$ cat src/rtl/shift_add_mul5.sv
// shift_add_mul5: sequential 5x5 unsigned shift-and-add multiplier.
// One ripple-add step per clock; start/busy/done handshake.
module shift_add_mul5 (
  input  logic       clk,
  input  logic       reset,
  input  logic       in_start,
  input  logic [4:0] in_a,
  input  logic [4:0] in_b,
  output logic [9:0] out_p,
  output logic       out_busy,
  output logic       out_done
);

  typedef enum logic [1:0] {
    S_IDLE = 2'd0,
    S_RUN  = 2'd1,
    S_DONE = 2'd2
  } state_t;

  state_t     r_state;
  state_t     w_next;
  logic [4:0] r_a;
  logic [4:0] r_h;
  logic [4:0] r_l;
  logic [2:0] r_cnt;
  logic [9:0] r_p;

  logic [4:0] w_addend;
  logic [4:0] w_s;
  logic       w_c;
  logic       w_last;

  assign w_addend = r_l[0] ? r_a : 5'd0;
  assign w_last   = (r_cnt == 3'd4);

  // 5-bit ripple-carry adder, carry-in tied to 0
  always_comb begin
    logic c;
    c   = 1'b0;
    w_s = '0;
    for (int i = 0; i < 5; i++) begin
      w_s[i] = r_h[i] ^ w_addend[i] ^ c;
      c = (r_h[i] & w_addend[i]) |
          (c & (r_h[i] ^ w_addend[i]));
    end
    w_c = c;
  end

  always_ff @(posedge clk) begin
    if (reset) begin
      r_state <= S_IDLE;
    end else begin
      r_state <= w_next;
    end
  end

  always_comb begin
    w_next = r_state;
    unique case (r_state)
      S_IDLE:  if (in_start) w_next = S_RUN;
      S_RUN:   if (w_last) w_next = S_DONE;
      S_DONE:  w_next = S_IDLE;
      default: w_next = S_IDLE;
    endcase
  end

  always_ff @(posedge clk) begin
    if (reset) begin
      r_a   <= '0;
      r_h   <= '0;
      r_l   <= '0;
      r_cnt <= '0;
      r_p   <= '0;
    end else begin
      case (r_state)
        S_IDLE: begin
          if (in_start) begin
            r_a   <= in_a;
            r_h   <= '0;
            r_l   <= in_b;
            r_cnt <= '0;
          end
        end
        S_RUN: begin
          // carry-out lands in H[4]; {H,L} shifts right one bit
          r_h   <= {w_c, w_s[4:1]};
          r_l   <= {w_s[0], r_l[4:1]};
          r_cnt <= r_cnt + 3'd1;
          if (w_last) begin
            r_p <= {w_c, w_s, r_l[4:1]};
          end
        end
        default: ;
      endcase
    end
  end

  assign out_p    = r_p;
  assign out_busy = (r_state == S_RUN);
  assign out_done = (r_state == S_DONE);

endmodule

$ cat config.mk
export PLATFORM = sky130hd
export DESIGN_NAME = shift_add_mul5
export DESIGN_NICKNAME = d
export VERILOG_FILES = /design/src/rtl/shift_add_mul5.sv
export SDC_FILE = /design/constraint.sdc
export NUM_CORES = 1
export LEC_CHECK = 0
export BUFFER_PORTS_ARGS = -buffer_cell sky130_fd_sc_hd__buf_4
export CAP_MARGIN = 20
export CELL_PAD_IN_SITES_DETAIL_PLACEMENT = 1
export CELL_PAD_IN_SITES_GLOBAL_PLACEMENT = 1
export CORE_MARGIN = 10
export CORE_UTILIZATION = 43
export CTS_BUF_LIST = sky130_fd_sc_hd__clkbuf_4
export DETAILED_ROUTE_END_ITERATION = 12
export PLACE_DENSITY_LB_ADDON = 0.1
export SLEW_MARGIN = 20
export SYNTH_ARGS = -nofsm -noshare
export SYNTH_HDL_FRONTEND = slang
export SYNTH_SLANG_ARGS = --single-unit
$ cat constraint.sdc
create_clock -name clk -period 2.8 [get_ports clk]
set_input_delay 0.14 -clock clk [delete_from_list [all_inputs] [get_ports clk]]
set_output_delay 0.14 -clock clk [all_outputs]
set_load 0.03 [all_outputs]
==> results of run 1 <==
routing by layer:
| metal | vias to the layer above | part of all wire [%] | track usage (%) |
|---|---|---|---|
| met1 | 480 | 42 | 13.60 |
| li1 | 479 | - | - |
| met5 | - | 0 | 0 |
| met4 | 0 | 2.3 | 6.804 |
| met3 | 8 | 5.3 | 4.205 |
| met2 | 18 | 50 | 19.14 |
layout make-up:
class,instances,area (um2),area share [%]
clock buffers,7,52.55,3.431
inverters,9,46.29,3.023
multi-input cells,79,605.6,39.54
flip-flops and latches,30,600.6,39.22
well taps,31,38.79,2.533
repair buffers,25,187.7,12.25
sequential cells by signal (all words and copies together), names as in the netlist:
signal   cells
r_state      2
out_p       10
r_l          5
r_cnt        3
r_h          5
r_a          5
stage by stage:
step	setup slack (ns)	util, %	hold slack, ns	instances
4_1_cts	0.1432	54.14	0.03632	181
3_3_place_gp	0.2691	52.28	0.3699	174
3_5_place_dp	0.1708	52.28	0.3790	174
5_1_grt	0.01507	54.14	0.04175	181
2_1_floorplan	0.2347	-	0.2839	126
6_report	0.1610	54.14	0.04610	181
path summary, 6_finish.rpt:
path	to	slack (ns)	cells after the start
setup / recovery	r_h[3]	0.16	9
hold / removal	r_a[1]	0.05	3
setup reg to reg	r_h[3]	0.16	9
hold reg to reg	out_p[7]	0.47	1
worst max-delay path, delay by kind of cell, from the launching register on:
kind | cells | cell delay, ns
flip-flops | 1 | 0.34
adder cells (fa/ha/maj) | 5 | 1.75
AO/OA/AOI/OAI | 1 | 0.15
buffers and inverters | 1 | 0.04
AND/OR/NAND/NOR | 2 | 0.29
power breakdown:
group          leakage [nW]  internal (mW)  switching (mW)  total, mW
combinational         0.349         0.0393          0.0494     0.0887
clock                0.0322          0.114           0.138      0.252
sequential            0.244          0.442          0.0148      0.457
total                 0.626          0.596           0.203      0.798
cells by family (layout without fill, tap and decap cells):
kind of cell	count (synthesis)	after routing	share of synthesized area, %
AND/OR/NAND/NOR	35	35	13.96
flip-flops	30	30	45.89
AO/OA/AOI/OAI	27	27	15.68
buffers and inverters	17	41	7.840
multiplexers	10	10	7.648
adder cells (fa/ha/maj)	7	7	8.987
cell usage in the layout (no fill, tap or decap), types with 3 or more instances in the layout:
master / n
mux2i_1: 10
a21oi_1: 8
ha_1: 3
clkbuf_4: 7
buf_4: 25
nand2_1: 7
inv_1: 8
dfxtp_1: 30
fa_1: 4
a211oi_1: 6
nor2_1: 11
nand3_1: 6
a22o_1: 5
o2bb2ai_1: 5
nand2b_1: 5
==> flow_summary_export.csv, run 1 <==
group,metric,value,unit
worst_setup_path,reg2reg_from,"r_l[0]",
power_and_ir_drop,p_leak,0.6258,nW
placement,io_buffers,24,
routing,wire_per_inst,16.72,um
timing,fin_skew,0.009017,ns
logic_synthesis,syn_inst,126,
logic_synthesis,yosysSeqAreaShare,45.89,%
routing,drt_iter0_drc,54,
routing,vias_per_cell,5.442,
timing,finalHoldViolCount,0,
logic_synthesis,netlist_area,1309,um2
cts,postCtsSetupBuffers,0,
worst_setup_path,slowest_delay,0.46,ns
cts,clk_latency,0.32,ns
logic_synthesis,yosysMostFrequentCell,"dfxtp_1",
timing,fin_crit_sh,94.25,%
logic_synthesis,async_reset_ff_share,0,%
cells_and_area,antenna_cells,0,
floorplan,die_h,75.17,um
routing,wirelength,3027,um
logic_synthesis,avgSynthCellArea,10.39,um2
run,max-cap-violations,0,
cts,cts_hold_buf,0,
global_route,grt_pass1_vias,1056,
global_route,overflow,0,
worst_setup_path,crit_start,"r_l[0]",
cells_and_area,area_growth_syn_to_layout,17.02,%
cts,clock_sinks,30,
logic_synthesis,synth-edff-count,0,
routing,num_vias,985,
routing,ant_nets,0,
cells_and_area,drive_gt1_share,25.33,%
min_path,min_from,"in_a[1]",
global_route,antenna_found_initial,0,
logic_synthesis,synth_common_cells,"dfxtp_1 (30), nor2_1 (11), mux2i_1 (10), a21oi_1 (8), inv_1 (8)",
floorplan,pin_count,25,
logic_synthesis,synth_top_area_share,45.89,%
floorplan,chipWidth,75.17,um
worst_setup_path,worstSetupStartpointType,"register",
cells_and_area,finalNetCount,170,
logic_synthesis,synth_ff_type,"dfxtp_1",
logic_synthesis,yosysTopAreaCell,"dfxtp_1",
placement,hpwlAfterDp,2206,um
cts,cts_made_buffers,5,
timing,final-setup-viol-count,0,
worst_setup_path,cp.required,3.05,ns
floorplan,start_util,46.26,%
worst_setup_path,crit_chain,"and2_1 > ha_1 > inv_1 > fa_1 > fa_1 > fa_1 > fa_1 > nand2b_1 > a21oi_1",
worst_setup_path,end_kind,"register",
worst_setup_path,path_class,"register to register",
global_route,grt_max_degree,22,
cts,max-clock-path-buffers,2,
routing,drc_errors,0,
timing,worstMarginPinSlew,0.6206,ns
worst_setup_path,path_common_cell,"fa_1",
timing,finalSetupTns,0,ns
placement,placed_area,1479,um2
power_and_ir_drop,ir_drop,0.0002394,V
cts,cts_resized,0,
worst_setup_path,critPathMaxFanout,2,
global_route,grtUsageTotal,11.96,%
timing,grt_setup_unrepaired,"false",
cts,cts_tree,"yes",
cells_and_area,num-fill-cells,320,
floorplan,num_rows,19,
timing,finalCriticalPeriod,2.639,ns
outcome,status,"finished, final reports clean",
logic_synthesis,ys_types,26,
timing,maxSlewHeadroom,58.49,%
cts,htreeDepth,2,
cts,root_buffer,"clkbuf_4",
logic_synthesis,syn_nets,146,
placement,gp_congestion,0.7184,
worst_setup_path,cp.arrival,2.89,ns
logic_synthesis,synth_area_leaders,"dfxtp_1 (46%), mux2i_1 (7.6%), fa_1 (6.1%)",
min_path,min_path_type,"primary input to register",
power_and_ir_drop,finalPower,798.1,uW
timing,slew_viol_final,0,
cts,clk_pin_slew,0.09,ns
global_route,grt_pass1_wl,5078,um
logic_synthesis,ys_ff_latch,30,
floorplan,die-area,5651,um2
power_and_ir_drop,powerDensity,521.1,nW/um2
cells_and_area,fin_area,1531,um2
timing,fmax,378.9,MHz
worst_setup_path,cp_slowest_cell,"fa_1",
routing,first_pass_iters,3,
logic_synthesis,yosysWarningCount,0,
floorplan,core,2829,um2
No activity file was read; power rests on OpenSTA's default activity.
==> run 2: changes to the inputs <==
--- a/config.mk
+++ b/config.mk
@@ -14,6 +14,8 @@
 export CTS_BUF_LIST = sky130_fd_sc_hd__clkbuf_4
 export DETAILED_ROUTE_END_ITERATION = 12
 export PLACE_DENSITY_LB_ADDON = 0.1
+export REMOVE_ABC_BUFFERS = 1
+export SETUP_SLACK_MARGIN = 0.2
 export SLEW_MARGIN = 20
 export SYNTH_ARGS = -nofsm -noshare
 export SYNTH_HDL_FRONTEND = slang
==> flow_summary_export.csv, run 2 (synthesis gave the netlist of run 1 again) <==
group,metric,value,unit
power_and_ir_drop,finalPower,796.6,uW
worst_setup_path,path_class,"register to register",
global_route,grt_max_degree,22,
global_route,grt_pass1_wl,5188,um
timing,finalHoldViolCount,0,
worst_setup_path,crit_family,"adder cells",
worst_setup_path,critPathMaxFanout,2,
worst_setup_path,slowest_delay,0.45,ns
global_route,grtUsageTotal,12.07,%
timing,worstMarginPinSlew,0.6110,ns
worst_setup_path,crit_start,"r_a[0]",
placement,hpwlAfterDp,2165,um
routing,first_pass_iters,4,
placement,gp_congestion,0.7260,
cells_and_area,layout.cells.non_filler,182,
cells_and_area,fin_util,54.44,%
power_and_ir_drop,combPwrFrac,11.1,%
timing,fin_skew,0.01622,ns
routing,drc_errors,0,
worst_setup_path,cp.required,3.07,ns
worst_setup_path,worst-path-buf-inv,1,
worst_setup_path,worstSetupStartpointType,"register",
cells_and_area,drive_gt1_share,27.15,%
cells_and_area,layout_commonest_cell,"dfxtp_1",
power_and_ir_drop,p_leak,0.6304,nW
floorplan,chipWidth,75.17,um
floorplan,core,2829,um2
timing,grt_setup_unrepaired,"false",
global_route,met2_usage,20.10,%
routing,drt_iter0_drc,37,
timing,finalSetupTns,0,ns
placement,placedCellCount,174,
floorplan,start_util,46.26,%
timing,maxSlewHeadroom,59.14,%
run,max-cap-violations,0,
power_and_ir_drop,seqPwrFrac,57.4,%
routing,ant_nets,0,
floorplan,pin_count,25,
floorplan,num_rows,19,
global_route,grt_pass1_vias,1094,
global_route,antenna_found_initial,0,
cells_and_area,largest_reg_flops,10,
cts,cts_made_buffers,5,
cts,clk_pin_slew,0.11,ns
global_route,overflow,0,
cells_and_area,num-fill-cells,338,
min_path,min_path_type,"primary input to register",
routing,num_vias,972,
floorplan,die-area,5651,um2
routing,vias_per_cell,5.341,
cts,clock_sinks,30,
worst_setup_path,path_depth,9,
cts,cts_tree,"yes",
cells_and_area,area_growth_syn_to_layout,17.69,%
cells_and_area,antenna_cells,0,
placement,placed_area,1479,um2
power_and_ir_drop,powerDensity,517.2,nW/um2
global_route,busiest_layer,"met2",
cells_and_area,finalNetCount,170,
timing,fin_crit_sh,87.89,%
timing,slew_viol_final,0,
outcome,status,"finished, final reports clean",
routing,wirelength,2999,um
worst_setup_path,reg2reg_from,"r_a[0]",
cts,max-clock-path-buffers,2,
power_and_ir_drop,p_sw,210.8,uW
cells_and_area,fin_area,1540,um2
worst_setup_path,r2r_cells,9,
power_and_ir_drop,pwr-share-clk,31.5,%
power_and_ir_drop,intPower,585.7,uW
placement,io_buffers,24,
global_route,grtUsageMet3,3.942,%
worst_setup_path,end_kind,"register",
min_path,whs_path_depth,3,
worst_setup_path,cp_slowest_cell,"fa_1",
min_path,min_from,"in_a[2]",
power_and_ir_drop,ir_drop,0.0002297,V
cts,clk_latency,0.33,ns
power_and_ir_drop,swShare,26.47,%
timing,fmax,406.4,MHz
timing,finalCriticalPeriod,2.461,ns
global_route,grtUsageMet1,13.48,%
cts,root_buffer,"clkbuf_4",
cells_and_area,layout.cells.most_common_list,"dfxtp_1 (30), buf_4 (25), nor2_1 (11)",
timing,final-setup-viol-count,0,
worst_setup_path,crit_chain,"and2_1 > ha_1 > inv_1 > fa_2 > fa_2 > fa_2 > fa_1 > nand2b_1 > a21oi_1",
cts,cts_hold_buf,0,
worst_setup_path,path_common_cell,"fa_2",
worst_setup_path,cp.arrival,2.73,ns
floorplan,die_h,75.17,um
cts,htreeDepth,2,
routing,wire_per_inst,16.48,um
[run 2: area by class of cell]
| cell class | count | area [um2] | share of cell area, % |
|---|---|---|---|
| multi-input cells | 79 | 613.1 | 39.80 |
| inverters | 9 | 46.29 | 3.006 |
| well taps | 31 | 38.79 | 2.518 |
| clock inverters | 2 | 8.758 | 0.5686 |
| flip-flops and latches | 30 | 600.6 | 38.99 |
| clock buffers | 6 | 45.04 | 2.924 |
| repair buffers | 25 | 187.7 | 12.19 |
[run 2: what timing repair did]
action | 4_1_cts | 5_1_grt
setup endpoints to repair | 1 | 2
endpoints found under the hold margin | 0 | 0
gates cloned | 0 | 0
gates resized for setup | 1 | 2
buffers inserted | 0 | 0
pin swaps | 0 | 1
[run 2: per-layer routing]
layer | wire length, um | up-vias | share of wire [%]
met4 | 27 | 0 | 0.90
li1 | - | 475 | -
met1 | 1316 | 475 | 44
met3 | 133 | 3 | 4.4
met2 | 1522 | 19 | 51
met5 | 0 | - | 0
[run 2: per-stage QoR]
step                worst slack, ns  hold WS, ns
CTS                          0.2153      0.02519
global placement             0.2727       0.3695
global route                 0.2198      0.03649
floorplan                    0.2261       0.2091
finish                       0.3391      0.03294
detailed placement           0.1958       0.3802
[run 2: power by group through the flow]
stage | Combinational, mW | Sequential (mW) | Clock (mW)
after global routing | 0.101 | 0.460 | 0.279
after CTS | 0.0899 | 0.458 | 0.264
after floorplan | 0.0519 | 0.464 | 0
final | 0.0884 | 0.457 | 0.251
after detailed placement | 0.0894 | 0.468 | 0
after global placement | 0.0865 | 0.467 | 0
[run 2: worst min-delay path, cell delays in order]
cell and delay (ns):
buf_4 0.08, mux2i_1 0.05, nor2_1 0.07
[run 2: worst paths after layout]
check             endpoint  slack, ns
setup / recovery    r_h[3]       0.34
hold / removal      r_a[2]       0.03
setup reg to reg    r_h[3]       0.34
hold reg to reg   out_p[6]       0.47
==> run 3: changes to the inputs <==
--- a/config.mk
+++ b/config.mk
@@ -9,6 +9,7 @@
 export CAP_MARGIN = 20
 export CELL_PAD_IN_SITES_DETAIL_PLACEMENT = 1
 export CELL_PAD_IN_SITES_GLOBAL_PLACEMENT = 1
+export CORE_ASPECT_RATIO = 1.75
 export CORE_MARGIN = 10
 export CORE_UTILIZATION = 43
 export CTS_BUF_LIST = sky130_fd_sc_hd__clkbuf_4
==> flow_summary_export.csv, run 3 (synthesis gave the netlist of run 1 again) <==
group,metric,value,unit
power_and_ir_drop,ir_drop,0.0002773,V
worst_setup_path,critPathMaxFanout,2,
cells_and_area,regArea,601.8,um2
cells_and_area,layout.cells.most_common_list,"dfxtp_1 (29), buf_4 (25), nor2_1 (11)",
floorplan,num_rows,26,
routing,wirelength,3229,um
routing,num_vias,1003,
floorplan,start_util,44.70,%
cells_and_area,layout.cells.non_filler,177,
cts,clk_pin_slew,0.09,ns
floorplan,die-area,5737,um2
floorplan,die_h,92.98,um
cts,max-clock-path-buffers,2,
timing,fin_crit_sh,88.90,%
placement,io_buffers,24,
routing,drt_iter0_drc,29,
cells_and_area,largest_reg_flops,10,
routing,vias_per_cell,5.667,
cts,cts_tree,"yes",
global_route,grt_pass1_vias,1196,
floorplan,chipWidth,61.71,um
outcome,status,"finished, final reports clean",
worst_setup_path,cp.required,3.01,ns
placement,gp_congestion,0.7387,
global_route,met2_usage,21.67,%
placement,placedCellCount,171,
worst_setup_path,path_class,"register to register",
worst_setup_path,end_kind,"register",
timing,finalHoldViolCount,0,
global_route,grtUsageMet1,13.68,%
cts,htreeDepth,2,
cts,root_buffer,"clkbuf_4",
worst_setup_path,cp.arrival,2.70,ns
routing,first_pass_iters,4,
global_route,grtUsageTotal,13.32,%
timing,finalSetupTns,0,ns
cells_and_area,num-fill-cells,333,
timing,worstMarginPinSlew,0.5879,ns
global_route,grt_pass1_wl,5630,um
global_route,grtUsageMet3,4.472,%
cts,clk_latency,0.33,ns
timing,slew_viol_final,0,
power_and_ir_drop,powerDensity,502.3,nW/um2
cts,clock_sinks,30,
cells_and_area,area_growth_syn_to_layout,17.40,%
timing,fmax,401.7,MHz
cells_and_area,layout_commonest_cell,"dfxtp_1",
cells_and_area,finalNetCount,170,
min_path,whs_path_depth,3,
placement,hpwlAfterDp,2379,um
global_route,antenna_found_initial,0,
routing,drc_errors,0,
floorplan,core,2928,um2
routing,ant_nets,0,
cells_and_area,multiInputGateArea,624.3,um2
global_route,overflow,0,
timing,final-setup-viol-count,0,
timing,maxSlewHeadroom,60.81,%
timing,fin_skew,0.01116,ns
cells_and_area,antenna_cells,0,
min_path,min_path_type,"primary input to register",
floorplan,pin_count,25,
routing,wire_per_inst,18.24,um
worst_setup_path,worstSetupStartpointType,"register",
cells_and_area,drive_gt1_share,28.19,%
global_route,busiest_layer,"met2",
cts,cts_made_buffers,5,
cts,cts_hold_buf,0,
timing,finalCriticalPeriod,2.489,ns
timing,grt_setup_unrepaired,"false",
global_route,grt_max_degree,22,
power_and_ir_drop,p_leak,0.6320,nW
run,max-cap-violations,0,
worst_setup_path,r2r_cells,9,
run 3: routing by layer:
metal | vias to the layer above | share of wire, %
met1 | 487 | 36
met4 | 0 | 3.6
met3 | 10 | 4.3
met5 | - | 0
li1 | 482 | -
met2 | 24 | 56
run 3: worst paths after layout:
check                              start        to  slack, ns
worst max-delay path              r_l[0]    r_h[3]       0.31
worst min-delay path             in_a[2]    r_a[2]       0.05
worst max register to register    r_l[0]    r_h[3]       0.31
worst min register to register  out_p[7]  out_p[7]       0.47
run 3: final cells by class:
| class | count | area share [%] |
|---|---|---|
| multi-input cells | 79 | 40.64 |
| flip-flops and latches | 30 | 39.17 |
| repair buffers | 25 | 12.22 |
| inverters | 9 | 3.013 |
| clock buffers | 5 | 2.443 |
| well taps | 28 | 2.280 |
| clock inverters | 1 | 0.2443 |
run 3: through the flow:
step                      utilization [%]  setup slack, ns  instance area [um2]  hold slack (ns)  power [mW]
after floorplan                         -           0.2261                 1252           0.2091      0.5161
after global placement              50.38           0.2578                 1475           0.3724      0.5533
after detailed placement            50.38           0.1662                 1475           0.3820      0.5581
after CTS                           51.97           0.2251                 1521          0.03481      0.7829
after global routing                52.48           0.1920                 1536          0.02590      0.8196
final                               52.48           0.3107                 1536          0.04519      0.7718
run 3: repair_timing:
item	4_1_cts	5_1_grt
setup endpoints to repair	1	1
pin swaps	0	1
resized for setup	2	4
setup buffers	0	0
run 3: report_power, final:
part / internal, mW / switching [mW] / total (mW)
Sequential: 0.443 / 0.0155 / 0.458
Clock: 0.0855 / 0.138 / 0.223
Combinational: 0.0398 / 0.0507 / 0.0905
run 3: critical path, cell delays in order, from the launching register on:
cell and delay [ns]:
dfxtp_1 0.33, and2_1 0.12, ha_1 0.13, inv_1 0.05, fa_2 0.34, fa_2 0.35, fa_2 0.35, fa_1 0.51
nand2b_4 0.13, a21oi_2 0.06
